[config.mk]
export PLATFORM = sky130hd
export DESIGN_NAME = reg_file_streamer
export DESIGN_NICKNAME = d
export VERILOG_FILES = /design/src/rtl/reg_file_pkg.sv /design/src/rtl/reg_file_streamer.sv
export SDC_FILE = /design/constraint.sdc
export NUM_CORES = 1
export LEC_CHECK = 0
export CELL_PAD_IN_SITES_DETAIL_PLACEMENT = 0
export CELL_PAD_IN_SITES_GLOBAL_PLACEMENT = 1
export CORE_MARGIN = 5
export CORE_UTILIZATION = 37
export CTS_BUF_LIST = sky130_fd_sc_hd__clkbuf_4 sky130_fd_sc_hd__clkbuf_8
export DETAILED_ROUTE_END_ITERATION = 6
export PLACE_DENSITY = 0.9
export SYNTH_ARGS = -nofsm -noshare
export SYNTH_HDL_FRONTEND = slang
export SYNTH_SLANG_ARGS = --single-unit
export TNS_END_PERCENT = 5
[constraint.sdc]
create_clock -name clk -period 3.43 [get_ports clk]
set_clock_uncertainty 0.2 [all_clocks]
set_input_delay 0.686 -clock clk [delete_from_list [all_inputs] [get_ports clk]]
set_output_delay 0.686 -clock clk [all_outputs]
set_load 0.01 [all_outputs]
[src/rtl/reg_file_pkg.sv]
// Shared register-file sizing defaults and the streamer state encoding.
// Imported by reg_file and reg_file_streamer so both agree on B/W.
package reg_file_pkg;

  localparam int B_DEF = 8;
  localparam int W_DEF = 2;

  typedef enum logic [1:0] {
    ST_IDLE   = 2'd0,
    ST_STREAM = 2'd1,
    ST_FIN    = 2'd2
  } state_t;

endpackage

[src/rtl/reg_file_streamer.sv]
// Walks `count` register-file addresses from base_addr and streams the words out.
// Latency: start sampled at edge N gives out_valid after edge N+1, then one word per cycle.
// Backpressure: a stalled word holds data/last/pointer until out_ready accepts it.
module reg_file_streamer
  import reg_file_pkg::*;
#(
  parameter int B = B_DEF,
  parameter int W = W_DEF
) (
  input  logic         clk,
  input  logic         reset,
  input  logic         start,
  input  logic [W-1:0] base_addr,
  input  logic [W:0]   count,
  output logic [W-1:0] rd_addr,
  input  logic [B-1:0] rd_data,
  output logic [B-1:0] out_data,
  output logic         out_valid,
  input  logic         out_ready,
  output logic         out_last,
  output logic         busy,
  output logic         done
);

  localparam logic [W:0] REM_MAX = (W+1)'(2**W);

  state_t       state;
  logic [W-1:0] ptr;
  logic [W:0]   rem;
  logic [W:0]   count_sat;
  logic         load;
  logic         hs;

  assign count_sat = (count > REM_MAX) ? REM_MAX : count;
  assign hs        = out_valid & out_ready;
  // Refill the output register whenever it is empty or being drained this cycle.
  assign load      = (rem != '0) && (!out_valid || out_ready);
  assign rd_addr   = ptr;

  always_ff @(posedge clk) begin
    if (reset) begin
      state     <= ST_IDLE;
      ptr       <= '0;
      rem       <= '0;
      out_data  <= '0;
      out_valid <= 1'b0;
      out_last  <= 1'b0;
      busy      <= 1'b0;
      done      <= 1'b0;
    end else begin
      done <= 1'b0;
      case (state)
        ST_IDLE: begin
          if (start) begin
            ptr <= base_addr;
            rem <= count_sat;
            if (count_sat == '0) begin
              state <= ST_FIN;
              done  <= 1'b1;
            end else begin
              state <= ST_STREAM;
              busy  <= 1'b1;
            end
          end
        end
        ST_STREAM: begin
          if (load) begin
            out_data  <= rd_data;
            out_valid <= 1'b1;
            out_last  <= (rem == (W+1)'(1));
            ptr       <= ptr + 1'b1;
            rem       <= rem - 1'b1;
          end else if (hs) begin
            out_valid <= 1'b0;
          end
          // rem is already zero once the last word is out, so no load competes here.
          if (hs && out_last) begin
            state    <= ST_FIN;
            out_last <= 1'b0;
            busy     <= 1'b0;
            done     <= 1'b1;
          end
        end
        ST_FIN: begin
          state <= ST_IDLE;
        end
        default: begin
          state <= ST_IDLE;
        end
      endcase
    end
  end

endmodule

=== Word-level counts from Yosys, hierarchy flattened ===
Cells that the tools add are included.

* Flip-flop bits (word level): 19

* Reductions and logical operators: 16
* Eq/ne operators: 6
* Multiplexer cells: 23
* $lt $le $gt $ge: 1
* $add $sub $neg: 2
* Bitwise gates (word level): 1

{| class="wikitable"
|+ Operators by type and width
! kind !! count
|-
| $mux 1 || 10
|-
| $mux 2 || 5
|-
| $mux 3 || 3
|-
| $ne 2x2->1 const B || 4
|-
| $pmux 2 s2 || 2
|-
| $reduce_and 2->1 || 4
|-
| $pmux 3 s2 || 1
|-
| $reduce_bool 2->1 || 3
|-
| $pmux 1 s2 || 2
|-
| $reduce_and 4->1 || 1
|-
| $eq 3x1->1 const B || 1
|-
| $gt 3x3->1 const B || 1
|-
| $logic_not 3->1 || 1
|-
| $reduce_and 3->1 || 1
|-
| $reduce_bool 3->1 || 1
|-
| $sub 3x1->3 const B || 1
|-
| $add 2x1->2 const B || 1
|-
| $eq 2x1->1 const B || 1
|-
| $logic_and 1x1->1 || 2
|-
| $logic_not 2->1 || 1
|-
| $and 1x1->1 || 1
|-
| $logic_not 1->1 || 1
|-
| $logic_or 1x1->1 || 1
|}

=== Depth between registers and ports, before layout ===
Gate-level depths: netlist of the first run.

* Word-level depth: 6
* Mapped depth: 7
* Depth with buffers taken out: 7

=== Worst setup path after synthesis of the first run ===
Ideal clock, no wire load.

* Kind: register -> register
* From: reg rem[0]
* To: reg rem[2]
* Period minus slack after synthesis: 1.902 ns
* Data arrival time: 1.615 ns
* Cell stages (with the launch flop): 7
* Library setup time: 0.087 ns
* Path buffers: 0
* Required time: 3.143 ns
* Setup slack: 1.528 ns
* Cells stage by stage: dfxtp_1 inv_1 ha_1 ha_1 o31a_1 or4_1 o31ai_1

* Cells in the longest elaborated chain, start to end: 4
* Elaborated cells on any way between the ends: 7

{| class="wikitable"
|+ RTL lines
! what !! RTL line !! RTL
|-
| start: declaration || reg_file_streamer.sv:29 || <nowiki>logic [W:0] rem;</nowiki>
|-
| start signal: assignment || reg_file_streamer.sv:56 || <nowiki>rem <= count_sat;</nowiki>
|-
| start signal: assignment || reg_file_streamer.sv:72 || <nowiki>rem <= rem - 1'b1;</nowiki>
|-
| parallel branches: the longest is 4 deep, another holds $sub 3x1->3 || -- ||
|}

Several ways; the timed one is not identified. The select of a mux whose other input is x is not followed.
A chain may end at the register's enable or synchronous reset.

=== Final worst setup path of the first run ===
* From: in out_ready
* To: reg out_data[2]

* Cells in the longest elaborated chain, start to end: 3

{| class="wikitable"
|+ RTL lines
! what !! RTL line !! RTL
|-
| start: declaration || reg_file_streamer.sv:19 || <nowiki>input logic out_ready,</nowiki>
|-
| $logic_or 1x1->1 || reg_file_streamer.sv:37 || <nowiki>assign load = (rem != '0) && (!out_valid || out_ready);</nowiki>
|-
| $logic_and 1x1->1 || reg_file_streamer.sv:37 ||
|-
| $reduce_and 2->1 (no source line) || -- ||
|-
| end signal: assignment || reg_file_streamer.sv:68 || <nowiki>out_data <= rd_data;</nowiki>
|-
| end: declaration || reg_file_streamer.sv:17 || <nowiki>output logic [B-1:0] out_data,</nowiki>
|}

No other way between the ends.

==> results.yml, run 1 <==
global_routing:
  grt_pass1_wl_um: 3680
  grt_pass1_vias: 857
  track_usage: 0.136
  grt_max_degree: 15
  antenna_found_initial: 0
  overflow: 0
setup_path:
  cp_data_required_time_ns: 3.40
  crit_type: "primary input to flop"
  critPathMaxFanout: 6
  start_kind: "primary input"
  r2r_cells: 7
  arrival_ns: 2.21
  cp-end-kind: "flop"
floorplan:
  design.core.area_mm2: 0.00241
  initial_utilization: 0.380
  rows: 18
  dieArea_mm2: 0.00357
  io_pins: 31
  die_w_um: 59.7
  dieHeight_um: 59.7
placed_design:
  dp_slack_ns: 0.854
  port_buffers: 30
  dp_hpwl_um: 1630
  gp_congestion: 0.817
clock_tree:
  clock_path_buffers: 2
  h-tree-depth: 1
  cts.clk_slew.worst_paths_ns: 0.11
  cts_tree: "built"
  cts_setup_buffers: 0
  root_buffer: "clkbuf_4"
  ctsResizeCount: 0
  clock_latency_ns: 0.29
  ctsHoldBuffers: 0
  cts_inserted_buffers: 3
  cts.sinks: 19
synth:
  yosys_register_bits: 19
  yosysSeqAreaShare: 0.416
  postSynthCellCount: 97
  ys.flop_type: "dfxtp_1"
  synth_cell_type_count: 35
  syn-num-nets: 117
  async_flop_share: 0
  avgSynthCellArea_um2: 9.43
  yosys_warnings: 0
  synth_edf_count: 0
  synth_area_um2: 915
sta:
  slew_headroom: 0.663
  finalHoldViolCount: 0
  period_share: 0.654
  tightest_slew_ns: 0.504
  setup_viol: 0
  maxSlewViolCount: 0
  min_period_ns: 2.24
  rsz0062_at_grt: "false"
  setup_tns_ns: 0
  max_clock_freq_ghz: 0.446
  finalWorstSetupSlack_ns: 1.19
flow_run:
  cap_violations: 0
detailed_routing:
  viasPerCell: 5.16
  ant_nets: 0
  drt-pass1-iter-count: 4
  drtIter0Drc: 21
  routed_wl_um: 2140
  drc: 0
  via_count: 815
  post_drt_wl_per_cell_um: 13.5
hold_path:
  min_path_cells: 2
  hp-class: "flop to flop"
outcome:
  status: "complete, no violations"
pwr:
  p_leak_nw: 0.444
  power_density_mw_per_mm2: 389
  fin_total_pwr_w: 0.000490
  ir_worst_vdd_uv: 222
finish:
  nNetsFinal: 149
  num_antenna_cells: 0
  drive_gt1_frac: 0.0938
  synthToLayoutAreaGrowth_pct: 37.9
  postLayoutCoreUtil: 0.523
## registers in the layout, summed over array words and instances, names as in the netlist
signal and count:
out_valid 1, state 2, rd_addr 2, out_last 1, busy 1, rem 3
done 1, out_data 8
## per-stage QoR
step,area [um^2],cells,hold WS [ns]
detailed placement,1230,154,0.270
global placement,1230,154,0.264
finish,1260,158,0.286
global route,1260,158,0.324
CTS,1260,158,0.287
floorplan,915,97,0.250
## logic make-up after synthesis
group,Yosys count,share of synthesized area
flops,19,0.416
simple gates,32,0.205
buf+inv,11,0.0698
compound gates,23,0.170
mux,9,0.0985
fa+ha+maj,3,0.0410
## placed cells by master (no fill, tap or decap), types with 2 or more instances in the layout
cell type | synthesis | final
a2111o_1 | 2 | 2
a21oi_1 | 5 | 5
a31oi_1 | 4 | 4
buf_4 | 1 | 2
clkbuf_4 | 0 | 4
clkdlybuf4s50_1 | 0 | 30
dfxtp_1 | 19 | 19
ha_1 | 3 | 3
inv_1 | 5 | 5
mux2i_1 | 9 | 9
nand2_1 | 3 | 3
nand2b_4 | 2 | 2
nor2_1 | 13 | 13
nor3b_1 | 4 | 4
o21ai_0 | 4 | 4
## synthesized netlist by cell type, drive strengths merged (2+ instances only)
library cell	number	area [um^2]
a2111o	2	22.5
a21oi	5	25.0
a31oi	4	25.0
buf	4	27.5
dfxtp	19	380
ha	3	37.5
inv	6	22.5
mux2i	9	90.1
nand2	3	11.3
nand2b	2	27.5
nor2	13	48.8
nor3	2	10.0
nor3b	4	30.0
o21ai	4	20.0
## critical path: stages
cell             delay [ns]
clkdlybuf4s50_1        0.56
nor2b_4                0.08
nor3_2                 0.39
buf_4                  0.25
mux2i_1                0.18
nor2_1                 0.05
## per-layer routing
metal / routed length, um / up-vias / track usage
met2: 1010 / 28 / 0.211
met4: 31 / 0 / 0.0665
li1: - / 411 / -
met3: 158 / 4 / 0.0497
met1: 939 / 372 / 0.164
met5: 0 / - / 0
## final cells by class
| type | count | area (um^2) |
|---|---|---|
| fillers | 241 | 1150 |
| inverters | 6 | 22.5 |
| flip-flops and latches | 19 | 380 |
| multi-input cells | 67 | 475 |
| clock buffers | 4 | 30.0 |
| repair buffers | 32 | 315 |
| well taps | 30 | 37.5 |
## report_power, final
group          total (W)  switching [W]  internal (W)
registers       0.000248      0.0000124      0.000236
clock network   0.000120      0.0000670     0.0000532
logic           0.000122      0.0000546     0.0000675
total           0.000490       0.000134      0.000356
## worst paths after layout
path	startpoint	end	slack, ns
worst max-delay path	out_ready	out_data[2]$_SDFFE_PP0P_	1.19
worst min-delay path	rem[1]$_SDFFE_PP0P_	rem[1]$_SDFFE_PP0P_	0.29
worst max register to register	rem[0]$_SDFFE_PP0P_	out_data[2]$_SDFFE_PP0P_	1.28
worst min register to register	rem[1]$_SDFFE_PP0P_	rem[1]$_SDFFE_PP0P_	0.29
(Power assumes the default switching activity.)
==> run 2: changes to the inputs <==
--- a/config.mk
+++ b/config.mk
@@ -8,10 +8,10 @@
 export CELL_PAD_IN_SITES_DETAIL_PLACEMENT = 0
 export CELL_PAD_IN_SITES_GLOBAL_PLACEMENT = 1
 export CORE_MARGIN = 5
-export CORE_UTILIZATION = 37
+export CORE_UTILIZATION = 31
 export CTS_BUF_LIST = sky130_fd_sc_hd__clkbuf_4 sky130_fd_sc_hd__clkbuf_8
 export DETAILED_ROUTE_END_ITERATION = 6
-export PLACE_DENSITY = 0.9
+export PLACE_DENSITY = 0.8
 export SYNTH_ARGS = -nofsm -noshare
 export SYNTH_HDL_FRONTEND = slang
 export SYNTH_SLANG_ARGS = --single-unit
==> constraint.sdc (replaced) <==
create_clock -name clk -period 1.8 [get_ports clk]
set_clock_uncertainty 0.2 [all_clocks]
set_input_delay 0.36 -clock clk [delete_from_list [all_inputs] [get_ports clk]]
set_output_delay 0.36 -clock clk [all_outputs]
set_load 0.01 [all_outputs]
==> results.yml, run 2 (synthesis gave the netlist of run 1 again) <==
detailed_routing:
  drc: 0
  routed_wl_um: 2410
  drtIter0Drc: 56
  post_drt_wl_per_cell_um: 13.2
  viasPerCell: 4.92
  via_count: 895
  drt-pass1-iter-count: 2
  ant_nets: 0
clock_tree:
  clock_path_buffers: 2
  cts_tree: "built"
  ctsHoldBuffers: 0
  cts_inserted_buffers: 3
  cts.clk_slew.worst_paths_ns: 0.12
  cts.sinks: 19
  root_buffer: "clkbuf_4"
  h-tree-depth: 1
  clock_latency_ns: 0.30
finish:
  nNetsFinal: 172
  layout_commonest_cell: "buf_4"
  top_regs: "out_data: 8 flops, rem: 3 flops"
  num_antenna_cells: 0
  layout_common_cells: "24 x buf_4, 19 x clkdlybuf4s50_1, 14 x dfxtp_1, 13 x nor2_1"
  drive_gt1_frac: 0.318
  synthToLayoutAreaGrowth_pct: 66.2
  largest_register_ffs: 8
  design_area_mm2: 0.00152
  regMostFlops: "out_data"
  fillers: 261
sta:
  finalHoldViolCount: 0
  finalWorstSetupSlack_ns: -0.0299
  period_share: 1.02
  setup_tns_ns: -0.0328
  rsz0062_at_grt: "true"
  tightest_slew_ns: 0.316
  setup_viol: 2
  max_clock_freq_ghz: 0.546
  slew_headroom: 0.789
  min_period_ns: 1.83
  maxSlewViolCount: 0
global_routing:
  grt_max_degree: 14
  grt_pass1_wl_um: 4240
  grt_pass1_vias: 983
  antenna_found_initial: 0
  overflow: 0
  track_usage: 0.127
setup_path:
  r2r_cells: 7
  cp_data_required_time_ns: 1.83
  arrival_ns: 1.86
  critPathMaxFanout: 2
  r2r_start: "rem[0]$_SDFFE_PP0P_"
  start_kind: "flop"
  worstReg2RegEnd: "rem[2]$_SDFFE_PP0P_"
  rrSetupSlack_ns: -0.03
  cp-end-kind: "flop"
  crit_type: "flop to flop"
floorplan:
  initial_utilization: 0.329
  dieArea_mm2: 0.00414
  die_w_um: 64.3
  rows: 19
  design.core.area_mm2: 0.00278
  io_pins: 31
  dieHeight_um: 64.3
pwr:
  p_leak_nw: 0.740
  power_density_mw_per_mm2: 678
  ir_worst_vdd_uv: 622
  fin_total_pwr_w: 0.00103
flow_run:
  cap_violations: 0
outcome:
  violations: "negative setup slack"
  status: "complete, but fails checks"
hold_path:
  worstHoldStart: "busy$_SDFFE_PP0P_"
  hold_end: "busy$_SDFFE_PP0P_"
  min_path_cells: 2
  hp-class: "flop to flop"
placed_design:
  gp_congestion: 0.816
  placed_area_mm2: 0.00141
  dp_slack_ns: -0.329
  port_buffers: 30
  dp_hpwl_um: 1870
==> run 2: cell types whose count changed in the layout (fill, tap and decap cells not counted), moves of 5 or more <==
cell,change
buf_4,+22
dlymetal6s2s_1,+9
dfxtp_2,+5
dfxtp_1,-5
clkdlybuf4s50_1,-11
==> run 2: routing by layer <==
metal	vias to the layer above	wire length, um	global-route usage
li1	456	-	-
met1	412	955	0.136
met2	23	1260	0.228
met3	4	169	0.0595
met4	0	27	0.0229
met5	-	0	0
==> run 2: timing repair <==
action / CTS / global route
pin swaps: 2 / 5
setup buffers: 2 / 1
resized for setup: 8 / 13
endpoints found under the setup margin: 15 / 23
==> run 2: area by class of cell <==
type                       instances  area, um^2  area share
multi-input combinational         67         531       0.349
clock inverter                     1        7.51     0.00494
timing repair buffer              55         512       0.337
inverter                           6        22.5      0.0148
sequential                        19         387       0.254
clock buffer                       3        22.5      0.0148
tap                               31        38.8      0.0255
==> run 2: worst max path at each step <==
stage | from | to | cells past startpoint
finish | rem[0]$_SDFFE_PP0P_ | rem[2]$_SDFFE_PP0P_ | 7
detailed placement | out_ready | out_data[1]$_SDFFE_PP0P_ | 7
CTS | rem[0]$_SDFFE_PP0P_ | rem[2]$_SDFFE_PP0P_ | 6
floorplan | rem[0]$_SDFFE_PP0P_ | rem[2]$_SDFFE_PP0P_ | 6
global placement | out_ready | out_data[1]$_SDFFE_PP0P_ | 7
global route | rem[1]$_SDFFE_PP0P_ | rem[2]$_SDFFE_PP0P_ | 7
==> run 2: critical path: stages, from the launching register on <==
cell     delay [ns]
dfxtp_2        0.35
inv_2          0.05
ha_4           0.15
ha_4           0.20
nor3b_2        0.14
a21oi_1        0.06
or4_1          0.52
o31ai_2        0.08
==> run 2: stage by stage <==
| stage | hold WS [ns] | instances | util |
|---|---|---|---|
| 4_1_cts | 0.286 | 181 | 0.530 |
| 3_5_place_dp | 0.269 | 175 | 0.507 |
| 6_report | 0.281 | 182 | 0.547 |
| 2_1_floorplan | 0.257 | 97 | - |
| 5_1_grt | 0.300 | 182 | 0.547 |
| 3_3_place_gp | 0.262 | 175 | 0.507 |
==> run 2: power by group <==
group          total, W  leakage [nW]  internal, W  switching [W]
clock          0.000227        0.0139    0.0000847       0.000143
combinational  0.000331         0.569     0.000196       0.000136
sequential     0.000473         0.157     0.000451      0.0000220
total           0.00103         0.740     0.000731       0.000300
